$ cat config.mk
export PLATFORM = sky130hd
export DESIGN_NAME = stack_prog_loader
export DESIGN_NICKNAME = d
export VERILOG_FILES = /design/src/rtl/stack_prog_loader_pkg.sv /design/src/rtl/prog_ram.sv /design/src/rtl/stack_prog_loader.sv
export SDC_FILE = /design/constraint.sdc
export NUM_CORES = 1
export LEC_CHECK = 0
export CAP_MARGIN = 20
export CORE_ASPECT_RATIO = 0.9
export CORE_MARGIN = 1.5
export CORE_UTILIZATION = 50
export DETAILED_ROUTE_END_ITERATION = 10
export PLACE_DENSITY = 0.68
export SYNTH_ARGS = -nofsm -noshare
export SYNTH_HDL_FRONTEND = slang
export SYNTH_SLANG_ARGS = --single-unit
$ cat constraint.sdc
create_clock -name clk -period 3.5 [get_ports clk]
set_input_delay 1.05 -clock clk [delete_from_list [all_inputs] [get_ports clk]]
set_output_delay 1.05 -clock clk [all_outputs]
set_load 0.02 [all_outputs]
$ cat src/rtl/stack_prog_loader_pkg.sv
// rtl/stack_prog_loader_pkg.sv - shared types and constants for the stack CPU program loader
package stack_prog_loader_pkg;

    localparam int OPC_W  = 3;
    localparam int FLAG_W = 1;
    localparam int VAL_W  = 10;

    typedef enum logic [OPC_W-1:0] {
        PUSH_OP = 3'd0,
        ADD_OP  = 3'd1,
        SUB_OP  = 3'd2,
        DUP_OP  = 3'd3,
        JMP_OP  = 3'd4,
        JZ_OP   = 3'd5,
        POP_OP  = 3'd6,
        HALT_OP = 3'd7
    } opcode_t;

    localparam logic [2:0] ST_LOAD    = 3'd0;
    localparam logic [2:0] ST_FULL    = 3'd1;
    localparam logic [2:0] ST_RELEASE = 3'd2;
    localparam logic [2:0] ST_RUN     = 3'd3;
    localparam logic [2:0] ST_HALTED  = 3'd4;

    typedef enum logic [2:0] {
        LOAD    = ST_LOAD,
        FULL    = ST_FULL,
        RELEASE = ST_RELEASE,
        RUN     = ST_RUN,
        HALTED  = ST_HALTED
    } loader_state_t;

endpackage

$ cat src/rtl/prog_ram.sv
// rtl/prog_ram.sv - program store: one synchronous write port, asynchronous read
module prog_ram #(
    parameter int WIDTH   = 14,
    parameter int ADDR_W  = 5
) (
    input  logic              clk,
    input  logic              we,
    input  logic [ADDR_W-1:0] waddr,
    input  logic [WIDTH-1:0]  wdata,
    input  logic [ADDR_W-1:0] raddr,
    output logic [WIDTH-1:0]  rdata
);

    logic [WIDTH-1:0] mem_q [2**ADDR_W];

    always_ff @(posedge clk) begin
        if (we) begin
            mem_q[waddr] <= wdata;
        end
    end

    assign rdata = mem_q[raddr];

endmodule

$ cat src/rtl/stack_prog_loader.sv
// rtl/stack_prog_loader.sv - streams a program into memory, holds the CPU in reset, then serves mem[pc]
module stack_prog_loader #(
    parameter int INSTR_WIDTH = 14,
    parameter int PC_WIDTH    = 5
) (
    input  logic                   clk,
    input  logic                   reset,
    input  logic                   load_valid,
    output logic                   load_ready,
    input  logic [INSTR_WIDTH-1:0] load_data,
    input  logic                   load_last,
    input  logic                   start,
    input  logic [PC_WIDTH-1:0]    pc,
    input  logic                   cpu_halt,
    output logic [INSTR_WIDTH-1:0] instruction,
    output logic                   cpu_reset,
    output logic [PC_WIDTH:0]      prog_len,
    output logic                   running,
    output logic                   overflow
);

    import stack_prog_loader_pkg::*;

    localparam logic [INSTR_WIDTH-1:0] HALT_INSTR = {HALT_OP, {(INSTR_WIDTH-OPC_W){1'b0}}};
    localparam logic [PC_WIDTH-1:0]    LAST_ADDR  = {PC_WIDTH{1'b1}};

    loader_state_t              state_q, state_d;
    logic [PC_WIDTH-1:0]        wr_addr_q, wr_addr_d;
    logic [PC_WIDTH:0]          prog_len_q, prog_len_d;
    logic                       overflow_q, overflow_d;
    logic                       cpu_reset_q, cpu_reset_d;
    logic                       running_q, running_d;
    logic                       accept;
    logic                       we;
    logic [INSTR_WIDTH-1:0]     rd_data;

    prog_ram #(
        .WIDTH  (INSTR_WIDTH),
        .ADDR_W (PC_WIDTH)
    ) u_prog_ram (
        .clk   (clk),
        .we    (we),
        .waddr (wr_addr_q),
        .wdata (load_data),
        .raddr (pc),
        .rdata (rd_data)
    );

    assign load_ready = (state_q == LOAD) || (state_q == FULL);
    assign accept     = load_valid && load_ready;

    always_comb begin
        state_d    = state_q;
        wr_addr_d  = wr_addr_q;
        prog_len_d = prog_len_q;
        overflow_d = overflow_q;
        we         = 1'b0;
        unique case (state_q)
            LOAD: begin
                if (accept) begin
                    we         = 1'b1;
                    wr_addr_d  = wr_addr_q + 1'b1;
                    prog_len_d = prog_len_q + 1'b1;
                    if (load_last) begin
                        state_d = RELEASE;
                    end else if (wr_addr_q == LAST_ADDR) begin
                        state_d = FULL;
                    end
                end
            end
            FULL: begin
                // memory is full: beats are consumed so the source drains, but never stored
                if (accept) begin
                    overflow_d = 1'b1;
                    if (load_last) begin
                        state_d = RELEASE;
                    end
                end
            end
            RELEASE: state_d = RUN;
            RUN: begin
                if (cpu_halt) begin
                    state_d = HALTED;
                end
            end
            HALTED: begin
                if (load_valid) begin
                    state_d    = LOAD;
                    wr_addr_d  = '0;
                    prog_len_d = '0;
                    overflow_d = 1'b0;
                end else if (start) begin
                    state_d = RELEASE;
                end
            end
            default: state_d = LOAD;
        endcase
        cpu_reset_d = (state_d == LOAD) || (state_d == FULL) || (state_d == RELEASE);
        running_d   = (state_d == RUN);
    end

    always_ff @(posedge clk) begin
        if (!reset) begin
            state_q     <= LOAD;
            wr_addr_q   <= '0;
            prog_len_q  <= '0;
            overflow_q  <= 1'b0;
            cpu_reset_q <= 1'b1;
            running_q   <= 1'b0;
        end else begin
            state_q     <= state_d;
            wr_addr_q   <= wr_addr_d;
            prog_len_q  <= prog_len_d;
            overflow_q  <= overflow_d;
            cpu_reset_q <= cpu_reset_d;
            running_q   <= running_d;
        end
    end

    always_comb begin
        instruction = HALT_INSTR;
        if (((state_q == RUN) || (state_q == HALTED)) && ({1'b0, pc} < prog_len_q)) begin
            instruction = rd_data;
        end
    end

    assign cpu_reset = cpu_reset_q;
    assign running   = running_q;
    assign prog_len  = prog_len_q;
    assign overflow  = overflow_q;

endmodule

==> metrics.md, run 1 <==
| Metric | Value |
|---|---|
| Outcome | finished with violations |
| Failing checks | setup timing |
| Final period util | 106% |
| Layout cells sized above 1 | a little under two fifths |
| Skew final | between 0.008 and 0.009 ns |
| Post-Synth XOR/XNOR Area | 0.289% |
| RD Place Congestion | 0.857 |
| Overall Power | between 10 and 15 mW |
| Lkg Pwr | approximately 7.6 nW |
| CP Launch Type | input pin |
| IO Pins | just under 50 |
| Slew @ Worst Pin | around 0.64 ns |
| DR vias | about 9.5k |
| GRT Residual Overflow | 0 |
| Synth Area in Compound Gates | under 10% |
| Initial Util | ~51% |
| Final worst slack | -0.213 ns |
| Crit path DAT | approximately 2.7 ns |
| Detail Placement HPWL | around 25,000 um |
| CTS tree | done |
| Syn-to-layout area delta | 24.6% |
| Pwr Density | 512 nW/um2 |
| Residual DRC | 0 |
| Wire per inst | 26.7 um |
| Req. time, crit path | around 2.5 ns |
| F_max | 0.269 GHz |
| Clock slew at reported path FFs | about 0.060 ns |
| VDD IR max | roughly 310 uV |
| Nets@finish | 1,121 |
| MaxCap Viol Count | 0 |
| Largest family of logic cells by synthesized area | multiplexers |
| Crit Path Class | in2out |
| Largest net degree at the start of global routing | 33 |
| Clock Latency Late Sink | 0.55 ns |
| Final Max Slew Viols | 0 |
| Die Ht | 184 um |
| H-Tree Depth | 2 |
| Vias per cell | between 5 and 6 |
| DRT Pass-1 Iters | 6 |
| Synth async-reset ratio | 0% |
| Antenna Diode Count | 0 |
| Dpl ws | -1.09 ns |
| Fin. Hold Viols | 0 |
| Placed cells | around 1.5k |
| Simple-Gate Fraction of Synth Area | under 10% |
| Syn. warnings | 0 |
| Overall die width | approximately 200 um |
| Initial DRC Count | a little over 1k |
| Total CTS buffers | 45 |
| Port buffer count | 48 |
| Clock Path Buffers | 3 |
| Post-CTS Hold Buffers | 0 |
| Syn_nets | roughly 900 |
| CTS Sinks | 465 |
| Post-Synth Adder-Cell Area | less than 1% |
| Cell area after synthesis | approximately 18,000 um2 |
| First-pass GRT wire length | between 60,000 and 70,000 um |
| Final setup vio count | 14 |
| Max Fanout on Critical Path | 7 |
| Final min period | 3.71 ns |
| Main synth FF type | edfxtp_1 |
| Vias in the first global route | ~9.5k |
| Setup crit end kind | output pin |
| Cell variety after synth | 50 |
| Register area share after synthesis | between 70% and 80% |
| Fin Hold WS | 0.484 ns |
| Core Rows | 66 |
| Post-synth EDFFs | ~450 |
| RSZ-0062 raised after global routing | true |
| GRT Total Usage | a little under a quarter |
| Core area | between 30,000 and 40,000 um2 |
| Mean Syn Cell Area | roughly 21 um2 |
| Post-synthesis cell count | 870 |
| Synth Register Bits | 465 |
| Antenna violations before repair | 0 |
| Root buffer cell | clkbuf_16 |
| Die ar. | approximately 38,000 um2 |
| Post-route ant nets | 0 |
| Worst hold path class | reg2reg |
| Post-Layout Cell Count | ~1.6k |
| Routed WL | 42,700 um |
| Max-slew headroom | 57.4% |
| Mux cell area share after synthesis | between 10% and 20% |
## synth_stat cells (2+ instances only)
cell / n / area share, %
buf_2: 12 / 0.33
and3b_1: 2 / 0.096
edfxtp_1: 448 / 74
a21oi_1: 4 / 0.11
nand2b_1: 3 / 0.10
dfxtp_1: 17 / 1.9
nand3_1: 2 / 0.055
ha_1: 10 / 0.69
nand3b_1: 6 / 0.25
a21boi_0: 4 / 0.16
buf_4: 2 / 0.082
and2_1: 2 / 0.069
a211oi_2: 3 / 0.21
xnor2_1: 3 / 0.14
nor2b_1: 5 / 0.17
mux4_2: 88 / 11
o21ai_0: 2 / 0.055
nor3_1: 2 / 0.055
nor2_1: 51 / 1.1
mux4_1: 22 / 3.2
or3b_2: 2 / 0.096
nand4_1: 3 / 0.10
a32oi_1: 2 / 0.096
mux2i_1: 4 / 0.22
inv_1: 11 / 0.23
buf_6: 11 / 0.68
a22o_1: 20 / 0.96
clkbuf_1: 21 / 0.43
a22oi_1: 47 / 1.9
nand2_1: 39 / 0.80
xor2_1: 3 / 0.14
## path summary, 6_finish.rpt
path	start	end	slack (ns)	cells past startpoint
worst max register to register	state_q[0]	u_prog_ram.mem_q[25][6]	1.05	6
worst min-delay path	overflow	overflow	0.48	2
worst min register to register	overflow	overflow	0.48	2
worst max-delay path	pc[0]	instruction[12]	-0.21	8
## cells by family after synthesis
| logic type | Yosys count |
|---|---|
| buffers and inverters | 58 |
| flip-flops | 465 |
| AO/OA/AOI/OAI | 90 |
| multiplexers | 114 |
| AND/OR/NAND/NOR | 127 |
| adder cells (fa/ha/maj) | 10 |
| XOR/XNOR | 6 |
## per-layer routing
| metal | global-route usage (%) | part of all wire [%] | vias up |
|---|---|---|---|
| met5 | 0 | 0 | - |
| met4 | 6.76 | 2.5 | 0 |
| met3 | 4.66 | 8.3 | 59 |
| met2 | 34.8 | 47 | 399 |
| met1 | 34.0 | 43 | 4949 |
| li1 | - | - | 4062 |
## cell type report
| type | count | area, um2 |
|---|---|---|
| well taps | 476 | 596 |
| fillers | 2476 | 13300 |
| flip-flops and latches | 465 | 13800 |
| clock buffers | 60 | 1240 |
| inverters | 11 | 41.3 |
| multi-input cells | 347 | 4380 |
| clock inverters | 23 | 181 |
| repair buffers | 216 | 2450 |
## critical path, stage by stage
cell	delay [ns]
buf_16	0.13
buf_12	0.13
mux4_2	0.51
a22o_4	0.29
a21oi_4	0.14
a32oi_1	0.09
buf_4	0.19
buf_6	0.13
## power by group
group          total, mW  internal, mW  switching [mW]
Clock               4.66          2.72            1.95
Sequential          6.15          6.13          0.0148
Combinational      0.800         0.375           0.425
## registers in the layout (all words and copies together), names as in the netlist
register,count
running,1
cpu_reset,1
state_q,3
u_prog_ram.mem_q,448
wr_addr_q,5
prog_len,6
overflow,1
## through the flow
step / TNS (ns) / cell area, um2 / util [%]
6_report: -2.45 / 22700 / 63.0
5_1_grt: -2.90 / 22700 / 63.0
4_1_cts: -2.64 / 22500 / 62.4
3_5_place_dp: -14.58 / 20400 / 56.7
3_3_place_gp: -14.41 / 20400 / 56.7
2_1_floorplan: -0.0185 / 18200 / -
## layout by cell type, fill, tap and decap left out, types with 24 or more instances in the layout
master | netlist | layout
a22oi_2 | 0 | 35
buf_12 | 0 | 34
buf_4 | 2 | 110
buf_6 | 11 | 24
clkbuf_16 | 0 | 48
clkdlybuf4s50_1 | 0 | 29
edfxtp_1 | 448 | 448
mux4_2 | 88 | 102
nand2_1 | 39 | 27
nor2_1 | 51 | 48
## what timing repair did
action,CTS,global route
endpoints found under the setup margin,14,14
setup buffers,7,11
resized for setup,188,44
pin swaps,33,20
cloned,7,1
Note: power is estimated with default switching activity, not from simulation.
==> inputs of run 2 (changes only) <==
--- a/config.mk
+++ b/config.mk
@@ -9,7 +9,9 @@
 export CORE_ASPECT_RATIO = 0.9
 export CORE_MARGIN = 1.5
 export CORE_UTILIZATION = 50
+export CTS_CLUSTER_DIAMETER = 200
 export DETAILED_ROUTE_END_ITERATION = 10
+export MAX_ROUTING_LAYER = met4
 export PLACE_DENSITY = 0.68
 export SYNTH_ARGS = -nofsm -noshare
 export SYNTH_HDL_FRONTEND = slang
==> run 2 against run 1 <==
Net effect:
- the flow still finishes with violations (setup timing)
- total power is essentially flat
- clock-buffer cell count is the same
- wire length shrank 0.13%
- combinational power is essentially flat
- largest power group unchanged
- final cell count is the same
- critical path type unchanged
- sequential power is essentially flat
- via count grew 1.1%
- critical path depth is the same
- maximum frequency grew 0.11%
- cell area is essentially flat
- worst hold slack gained 0.0022 ns
- register-to-register slack gained 0.03 ns
==> metrics.md, run 2 (same netlist as run 1, synthesis figures left out) <==
| Metric | Value |
|---|---|
| Clock slew at reported path FFs | 0.06 ns (about the same) |
| Final min period | 3.71 ns (about the same) |
| DR vias | 9,571 (was 9,469) |
| Global routing's busiest layer | met2 (unchanged) |
| Layout cells sized above 1 | 38.0% (unchanged) |
| Max reg flops | 448 (unchanged) |
| CP max-delay cell | mux4_2 (unchanged) |
| Initial Util | 50.6% (unchanged) |
| CTS Sinks | 465 (unchanged) |
| Final setup vio count | 14 (unchanged) |
| Vias in the first global route | 9,484 (was 9,518) |
| RD Place Congestion | 0.871 (was 0.857) |
| Largest net degree at the start of global routing | 33 (unchanged) |
| Overall die width | 204 um (unchanged) |
| First-pass GRT wire length | 61,500 um (about the same) |
| Outcome | finished with violations (unchanged) |
| Worst hold path class | reg2reg (unchanged) |
| Met1 usage | 34.2% (was 34.0%) |
| Placed cells | 1,489 (unchanged) |
| Post-CTS Hold Buffers | 0 (unchanged) |
| Vias per cell | 5.99 (was 5.93) |
| Skew final | 0.00795 ns (was 0.00885 ns) |
| Residual DRC | 0 (unchanged) |
| GRT Residual Overflow | 0 (unchanged) |
| Final period util | 106% (about the same) |
| RSZ-0062 raised after global routing | true (unchanged) |
| Port buffer count | 48 (unchanged) |
| Total CTS buffers | 45 (unchanged) |
| Max Fanout on Critical Path | 7 (unchanged) |
| H-Tree Depth | 2 (unchanged) |
| Die Ht | 184 um (unchanged) |
| Final Max Slew Viols | 0 (unchanged) |
| Core Rows | 66 (unchanged) |
| Buf/Inv on CP | 4 (unchanged) |
| Clock Latency Late Sink | 0.55 ns (about the same) |
| Core area | 36,000 um2 (unchanged) |
| Global-route track usage on met3 | 4.64% (was 4.66%) |
| DRT Pass-1 Iters | 5 (was 6) |
| CP Launch Type | input pin (unchanged) |
| Initial DRC Count | 1,014 (was 1,016) |
| Most common cell after layout, fill and taps aside | edfxtp_1 (unchanged) |
| Detail Placement HPWL | 24,800 um (unchanged) |
| Antenna Diode Count | 0 (unchanged) |
| Nets@finish | 1,121 (unchanged) |
| Setup crit end kind | output pin (unchanged) |
| Root buffer cell | clkbuf_16 (unchanged) |
| Fin. Hold Viols | 0 (unchanged) |
| Failing checks | setup timing (unchanged) |
| Top cell family by delay on the critical path | buffers and inverters (unchanged) |
| IO Pins | 49 (unchanged) |
| Global routing met2 resource utilization | 34.7% (was 34.8%) |
| Lkg Pwr | 7.58 nW (about the same) |
| GRT Total Usage | 23.7% (was 23.0%) |
| Clock Path Buffers | 3 (unchanged) |
| Post-Layout Cell Count | 1,598 (unchanged) |
| Slew @ Worst Pin | 0.636 ns (was 0.635 ns) |
| MaxCap Viol Count | 0 (unchanged) |
| Final worst slack | -0.210 ns (was -0.213 ns) |
| Wire per inst | 26.7 um (about the same) |
| Most frequent cells in the layout | edfxtp_1 (448), buf_4 (110), mux4_2 (102) (unchanged) |
| F_max | 0.270 GHz (was 0.269 GHz) |
| Antenna violations before repair | 0 (unchanged) |
| CTS tree | done (unchanged) |
| Crit-path cells | buf_16 > buf_12 > mux4_2 > a22o_4 > a21oi_4 > a32oi_1 > buf_4 > buf_6 (unchanged) |
| Max-slew headroom | 57.4% (about the same) |
| Top reg by flops | u_prog_ram.mem_q (unchanged) |
| Fin Hold WS | 0.486 ns (was 0.484 ns) |
| VDD IR max | 312 uV (about the same) |
| Syn-to-layout area delta | 24.5% (was 24.6%) |
| Die ar. | 37,600 um2 (unchanged) |
| Post-route ant nets | 0 (unchanged) |
| Routed WL | 42,600 um (was 42,700 um) |
| Crit path DAT | 2.66 ns (about the same) |
| Req. time, crit path | 2.45 ns (about the same) |
| CP max stage delay | 0.51 ns (about the same) |
| Crit Path Class | in2out (unchanged) |
| Pwr Density | 512 nW/um2 (about the same) |
==> run 2: final cells by class <==
cell class / instances / area, um2
flip-flops and latches: 465 / 13800
fillers: 2475 / 13300
multi-input cells: 347 / 4380
repair buffers: 216 / 2440
clock buffers: 60 / 1240
well taps: 476 / 596
clock inverters: 23 / 181
inverters: 11 / 41.3
==> run 2: through the flow <==
step | util, % | total power [mW] | TNS (ns) | setup slack, ns | area [um2]
4_1_cts | 62.4 | 11.6 | -2.64 | -0.221 | 22500
3_3_place_gp | 56.7 | 6.92 | -14.41 | -1.07 | 20400
2_1_floorplan | - | 6.59 | -0.0185 | -0.00329 | 18200
5_1_grt | 63.0 | 11.9 | -2.89 | -0.240 | 22700
3_5_place_dp | 56.7 | 6.94 | -14.58 | -1.09 | 20400
6_report | 63.0 | 11.6 | -2.41 | -0.210 | 22700
==> run 2: path summary, 6_finish.rpt <==
kind,startpoint,end,slack (ns),cells after the start
setup / recovery,pc[0],instruction[12],-0.21,8
hold / removal,overflow,overflow,0.49,2
setup reg to reg,state_q[0],u_prog_ram.mem_q[25][4],1.08,6
hold reg to reg,overflow,overflow,0.49,2
==> run 2: worst reg2reg max path: stages, from the launching register on <==
cell	delay [ns]
dfxtp_1	0.36
buf_4	0.16
or3b_1	0.37
nor2_1	0.25
nand2_1	0.36
nor2_1	0.39
buf_4	0.24
==> run 2: per-layer routing <==
layer,vias up,wire length (um)
li1,4063,-
met1,5000,18200
met2,442,19800
met3,66,3540
met4,0,1040
met5,-,0
==> run 2: power breakdown <==
part	switching (mW)	internal, mW
Combinational	0.424	0.374
Sequential	0.0146	6.13
Clock	1.95	2.72
==> run 2: repair_timing <==
action	4_1_cts	5_1_grt
setup endpoints to repair	14	14
pin swaps	33	20
buffers inserted	7	11
resized for setup	188	43
cloned	7	1
==> inputs of run 3 (changes only) <==
--- a/config.mk
+++ b/config.mk
@@ -7,12 +7,11 @@
 export LEC_CHECK = 0
 export CAP_MARGIN = 20
 export CORE_ASPECT_RATIO = 0.9
-export CORE_MARGIN = 1.5
 export CORE_UTILIZATION = 50
-export CTS_CLUSTER_DIAMETER = 200
+export CTS_CLUSTER_DIAMETER = 60
 export DETAILED_ROUTE_END_ITERATION = 10
 export MAX_ROUTING_LAYER = met4
-export PLACE_DENSITY = 0.68
+export PLACE_DENSITY = 0.66
 export SYNTH_ARGS = -nofsm -noshare
 export SYNTH_HDL_FRONTEND = slang
 export SYNTH_SLANG_ARGS = --single-unit
==> constraint.sdc (replaced) <==
create_clock -name clk -period 4 [get_ports clk]
set_input_delay 1.2 -clock clk [delete_from_list [all_inputs] [get_ports clk]]
set_output_delay 1.2 -clock clk [all_outputs]
set_load 0.02 [all_outputs]
==> run 3 against run 2 <==
Net effect:
- the run still ends with setup timing left
- critical path depth rose by 1
- cell area fell by 2.2%
- first-iteration DRC count fell by 7.3%
- critical endpoint is now instruction[4]
- largest cell class unchanged
==> metrics.md, run 3 (same netlist as run 1, synthesis figures left out) <==
| Metric | Value |
|---|---|
| Vias in the first global route | 9,411 (was 9,484) |
| Routed WL | 41,900 um (was 42,600 um) |
| Fillers | 2,476 (was 2,475) |
| Max Fanout on Critical Path | 6 (was 7) |
| Final setup vio count | 11 (was 14) |
| DR vias | 9,389 (was 9,571) |
| Global routing's busiest layer | met2 (unchanged) |
| Final Max Slew Viols | 0 (unchanged) |
| Port buffer count | 48 (unchanged) |
| Nets@finish | 1,099 (was 1,121) |
| Pwr Density | 455 nW/um2 (was 512 nW/um2) |
| F_max | ~0.25 GHz |
| Largest net degree at the start of global routing | 33 (unchanged) |
| Req. time, crit path | 2.80 ns (was 2.45 ns) |
| VDD IR max | 278 uV (was 312 uV) |
| Failing checks | setup timing (unchanged) |
| Max-slew headroom | 60.1% (was 57.4%) |
| Most frequent cells in the layout | edfxtp_1 (448), mux4_2 (104), buf_4 (100) (was edfxtp_1 (448), buf_4 (110), mux4_2 (102)) |
| Layout cells sized above 1 | 35.6% (was 38.0%) |
| CTS tree | done (unchanged) |
| H-Tree Depth | 2 (unchanged) |
| Antenna violations before repair | 0 (unchanged) |
| Crit Path Class | in2out (unchanged) |
| DRT Pass-1 Iters | 7 (was 5) |
| Worst hold path class | reg2reg (unchanged) |
| CP max-delay cell | mux4_2 (unchanged) |
| Slew @ Worst Pin | 0.595 ns (was 0.636 ns) |
| First-pass GRT wire length | 61,700 um (was 61,500 um) |
| RSZ-0062 raised after global routing | true (unchanged) |
| Final worst slack | -0.0468 ns (was -0.210 ns) |
| Initial DRC Count | 940 (was 1,014) |
| CP max stage delay | 0.51 ns (about the same) |
| Lkg Pwr | 7.33 nW (was 7.58 nW) |
| Post-route ant nets | 0 (unchanged) |
| CP Launch Type | input pin (unchanged) |
| Clock slew at reported path FFs | 0.06 ns (about the same) |
| Top reg by flops | u_prog_ram.mem_q (unchanged) |
| CTS Sinks | 465 (unchanged) |
| Cell area after placement | 20,300 um2 (was 20,400 um2) |
| Die ar. | 37,200 um2 (was 37,600 um2) |
| Global routing met2 resource utilization | 36.0% (was 34.7%) |
| Clock Latency Late Sink | 0.54 ns (was 0.55 ns) |
| Placed cells | 1,473 (was 1,489) |
| GRT Residual Overflow | 0 (unchanged) |
| Global-route track usage on met3 | 4.02% (was 4.64%) |
| Root buffer cell | clkbuf_16 (unchanged) |
| Skew final | 0.00848 ns (was 0.00795 ns) |
| Total CTS buffers | 46 (was 45) |
| Wire per inst | 26.8 um (was 26.7 um) |
| Setup crit end kind | output pin (unchanged) |
| Max reg flops | 448 (unchanged) |
| Initial Util | 51.4% (was 50.6%) |
| Outcome | finished with violations (unchanged) |
| Met1 usage | 34.7% (was 34.2%) |
| Vias per cell | 6.00 (was 5.99) |
| Crit path DAT | 2.85 ns (was 2.66 ns) |
| Most common cell after layout, fill and taps aside | edfxtp_1 (unchanged) |
| Design area | 22,200 um2 (was 22,700 um2) |
| Clock Path Buffers | 3 (unchanged) |
| Most common cell on crit path | buf_6 |
| Syn-to-layout area delta | 21.8% (was 24.5%) |
| Core Rows | 65 (was 66) |
| GRT Total Usage | 24.0% (was 23.7%) |
| Crit-path cells | buf_16 > buf_8 > buf_6 > mux4_2 > a22oi_2 > buf_4 > nand2_2 > a22o_1 > buf_6 (was buf_16 > buf_12 > mux4_2 > a22o_4 > a21oi_4 > a32oi_1 > buf_4 > buf_6) |
| Fin. Hold Viols | 0 (unchanged) |
| RD Place Congestion | 0.816 (was 0.871) |
| Die Ht | 183 um (was 184 um) |
| IO Pins | 49 (unchanged) |
| Post-Layout Cell Count | 1,566 (was 1,598) |
| Detail Placement HPWL | 24,500 um (was 24,800 um) |
| Final period util | 101% |
| Core area | 35,500 um2 (was 36,000 um2) |
| MaxCap Viol Count | 0 (unchanged) |
| Residual DRC | 0 (unchanged) |
| Final min period | 4.05 ns |
| Overall die width | 203 um (was 204 um) |
## run 3: cell types whose count changed in the layout (fill, tap and decap cells not counted), sizes merged
cell and delta:
buf -23, clkbuf -2, clkdlybuf4s15 +2, clkinv -2, bufinv -1, clkinvlp +1, diode +1, inv -1
## run 3: cell type report
class                   count  area, um2  share of cell area [%]
repair buffers            193       2060                    9.27
flip-flops and latches    465      13800                    62.2
inverters                  11       41.3                   0.186
multi-input cells         347       4280                    19.3
well taps                 469        587                    2.65
diodes                      1       2.50                  0.0113
clock buffers              60       1260                    5.66
clock inverters            20        158                   0.711
## run 3: report_power, final
| group | leakage, nW | internal, mW | switching, mW |
|---|---|---|---|
| Clock | 0.698 | 2.34 | 1.72 |
| Combinational | 2.46 | 0.302 | 0.352 |
| Sequential | 4.17 | 5.37 | 0.0169 |
## run 3: critical path: cells and delay by family
kind / cells / cell delay [ns]
compound gates: 2 / 0.38
buf+inv: 5 / 0.69
mux: 1 / 0.51
simple gates: 1 / 0.05
## run 3: path summary, 6_finish.rpt
kind	endpoint	depth (start not counted)	slack, ns	startpoint
hold reg to reg	overflow	2	0.48	overflow
setup reg to reg	u_prog_ram.mem_q[0][2]	5	1.60	state_q[1]
setup / recovery	instruction[4]	9	-0.05	pc[0]
hold / removal	overflow	2	0.48	overflow
## run 3: what timing repair did
item	in CTS	in global routing
cloned	3	0
pin swaps	30	13
endpoints found under the setup margin	14	14
hold buffers	0	0
buffers inserted	6	4
resized for setup	178	16
## run 3: metrics by stage
step | TNS [ns] | worst slack, ns | util, % | hold slack, ns | power (mW)
floorplan | 0 | 0.164 | - | 0.486 | 5.76
global placement | -11.61 | -0.890 | 57.2 | 0.463 | 6.06
detailed placement | -11.64 | -0.888 | 57.2 | 0.469 | 6.07
CTS | -0.496 | -0.0648 | 62.3 | 0.488 | 10.1
global route | -0.868 | -0.109 | 62.5 | 0.538 | 10.4
finish | -0.248 | -0.0468 | 62.5 | 0.481 | 10.1
## run 3: metal layers
layer | part of all wire, % | vias to the layer above
met2 | 47 | 432
met3 | 8.2 | 56
met4 | 1.9 | 0
li1 | - | 4003
met1 | 43 | 4898
met5 | 0 | -
==> RTL edit: new RTL, flow settings as in run 1 <==
Set the parameter `PC_WIDTH` to 7 (it was 5).
--- a/src/rtl/stack_prog_loader.sv
+++ b/src/rtl/stack_prog_loader.sv
@@ -2,5 +2,5 @@
 module stack_prog_loader #(
     parameter int INSTR_WIDTH = 14,
-    parameter int PC_WIDTH    = 5
+    parameter int PC_WIDTH    = 7
 ) (
     input  logic                   clk,
Ports: changed (resized pc and prog_len); port bits go from 49 to 53. The function was not compared with the original's and may differ.
==> RTL edit against run 1 <==
The run still ends with setup timing left. First-iteration DRC count rose to 5.2 times the old value. Non-clock buffer count rose by 507. Sequential power rose to 3.9 times the old value. Sequential cell count rose by 1348. Routed wire length rose to 4.5 times the old value. Total power rose to 3.9 times the old value. Sequential share of layout area rose by 1.1 points. Die area rose to 3.8 times the old value. Setup slack got worse by 0.79 ns. Final cell count rose to 3.8 times the old value. Critical endpoint is now instruction[1]. Synthesized area rose to 3.9 times the old value. Clock power rose to 3.9 times the old value. Utilization fell by 0.40 points. Critical path type unchanged. Design area rose to 3.9 times the old value.
==> RTL edit: results (changes against run 1) <==
| Metric | Value |
|---|---|
| Status | `complete, but fails checks (unchanged)` |
| Failing checks | `setup timing (unchanged)` |
| Final cell count without fillers | `6117 (was 1598)` |
| TNS Setup | `-13.07 ns (was -2.45 ns)` |
| Worst VDD drop | `464 uV (was 312 uV)` |
| Clock Latency Late Sink | `0.82 ns (was 0.55 ns)` |
| Netlist cell types | `61 (was 50)` |
| DP Cell Count | `5675 (was 1489)` |
| Initial antenna violation count | `4 (was 0)` |
| Filler cells | `9337 (was 2476)` |
| Postcts setup bufs | `90 (was 7)` |
| Pre-CTS WS | `-1.73 ns (was -1.09 ns)` |
| Die ar. | `144000 um2 (was 37600 um2)` |
| Area delta synth->final | `23.8% (was 24.6%)` |
| First-pass GRT wire length | `274000 um (was 61500 um)` |
| Crit path from | `pc[1] (was pc[0])` |
| Slack of the critical path | `-1.01 ns (was -0.213 ns)` |
| # clk buffers | `221 (was 60)` |
| Multi-input gate count | `1406 (was 347)` |
| Total routed wirelength | `193000 um (was 42700 um)` |
| Total GRT Usage | `0.269 (was 0.230)` |
| # setup viols final | `14 (unchanged)` |
| Resize count post-CTS | `340 (was 188)` |
| Top cells by count, synth | `edfxtp_1, mux4_2, mux2i_1 (was edfxtp_1, mux4_2, nor2_1)` |
| GPL Wtd Cong | `0.893 (was 0.857)` |
| N_diodes | `1 (was 0)` |
[RTL edit: changes by cell type in the layout (fill, tap and decap cells not counted), sizes merged, moves of 47 or more]
| cell | run 1 | this run |
|---|---|---|
| edfxtp | 448 | 1792 |
| buf | 184 | 697 |
| mux2i | 4 | 292 |
| mux4 | 110 | 340 |
| clkbuf | 62 | 225 |
| a21oi | 4 | 83 |
| clkinv | 19 | 80 |
| nor2 | 52 | 109 |
| nand3 | 2 | 55 |
| nor3 | 2 | 55 |
| mux2 | 0 | 47 |
[RTL edit: layer usage]
layer	routed length (um)	vias up	part of all wire	GRT usage
met1	77800	20000	0.40	0.398
li1	-	15700	-	-
met2	87600	2340	0.45	0.393
met4	5600	4	0.029	0.0804
met5	16	-	0.000083	0
met3	22200	321	0.11	0.0716
[RTL edit: power by group]
group	switching (mW)	leakage [nW]	internal, mW	total, mW
Combinational	1.84	10.0	1.40	3.24
Sequential	0.0176	16.3	23.9	23.9
Clock	8.09	2.63	9.92	18.0
Total	9.94	28.9	35.2	45.1
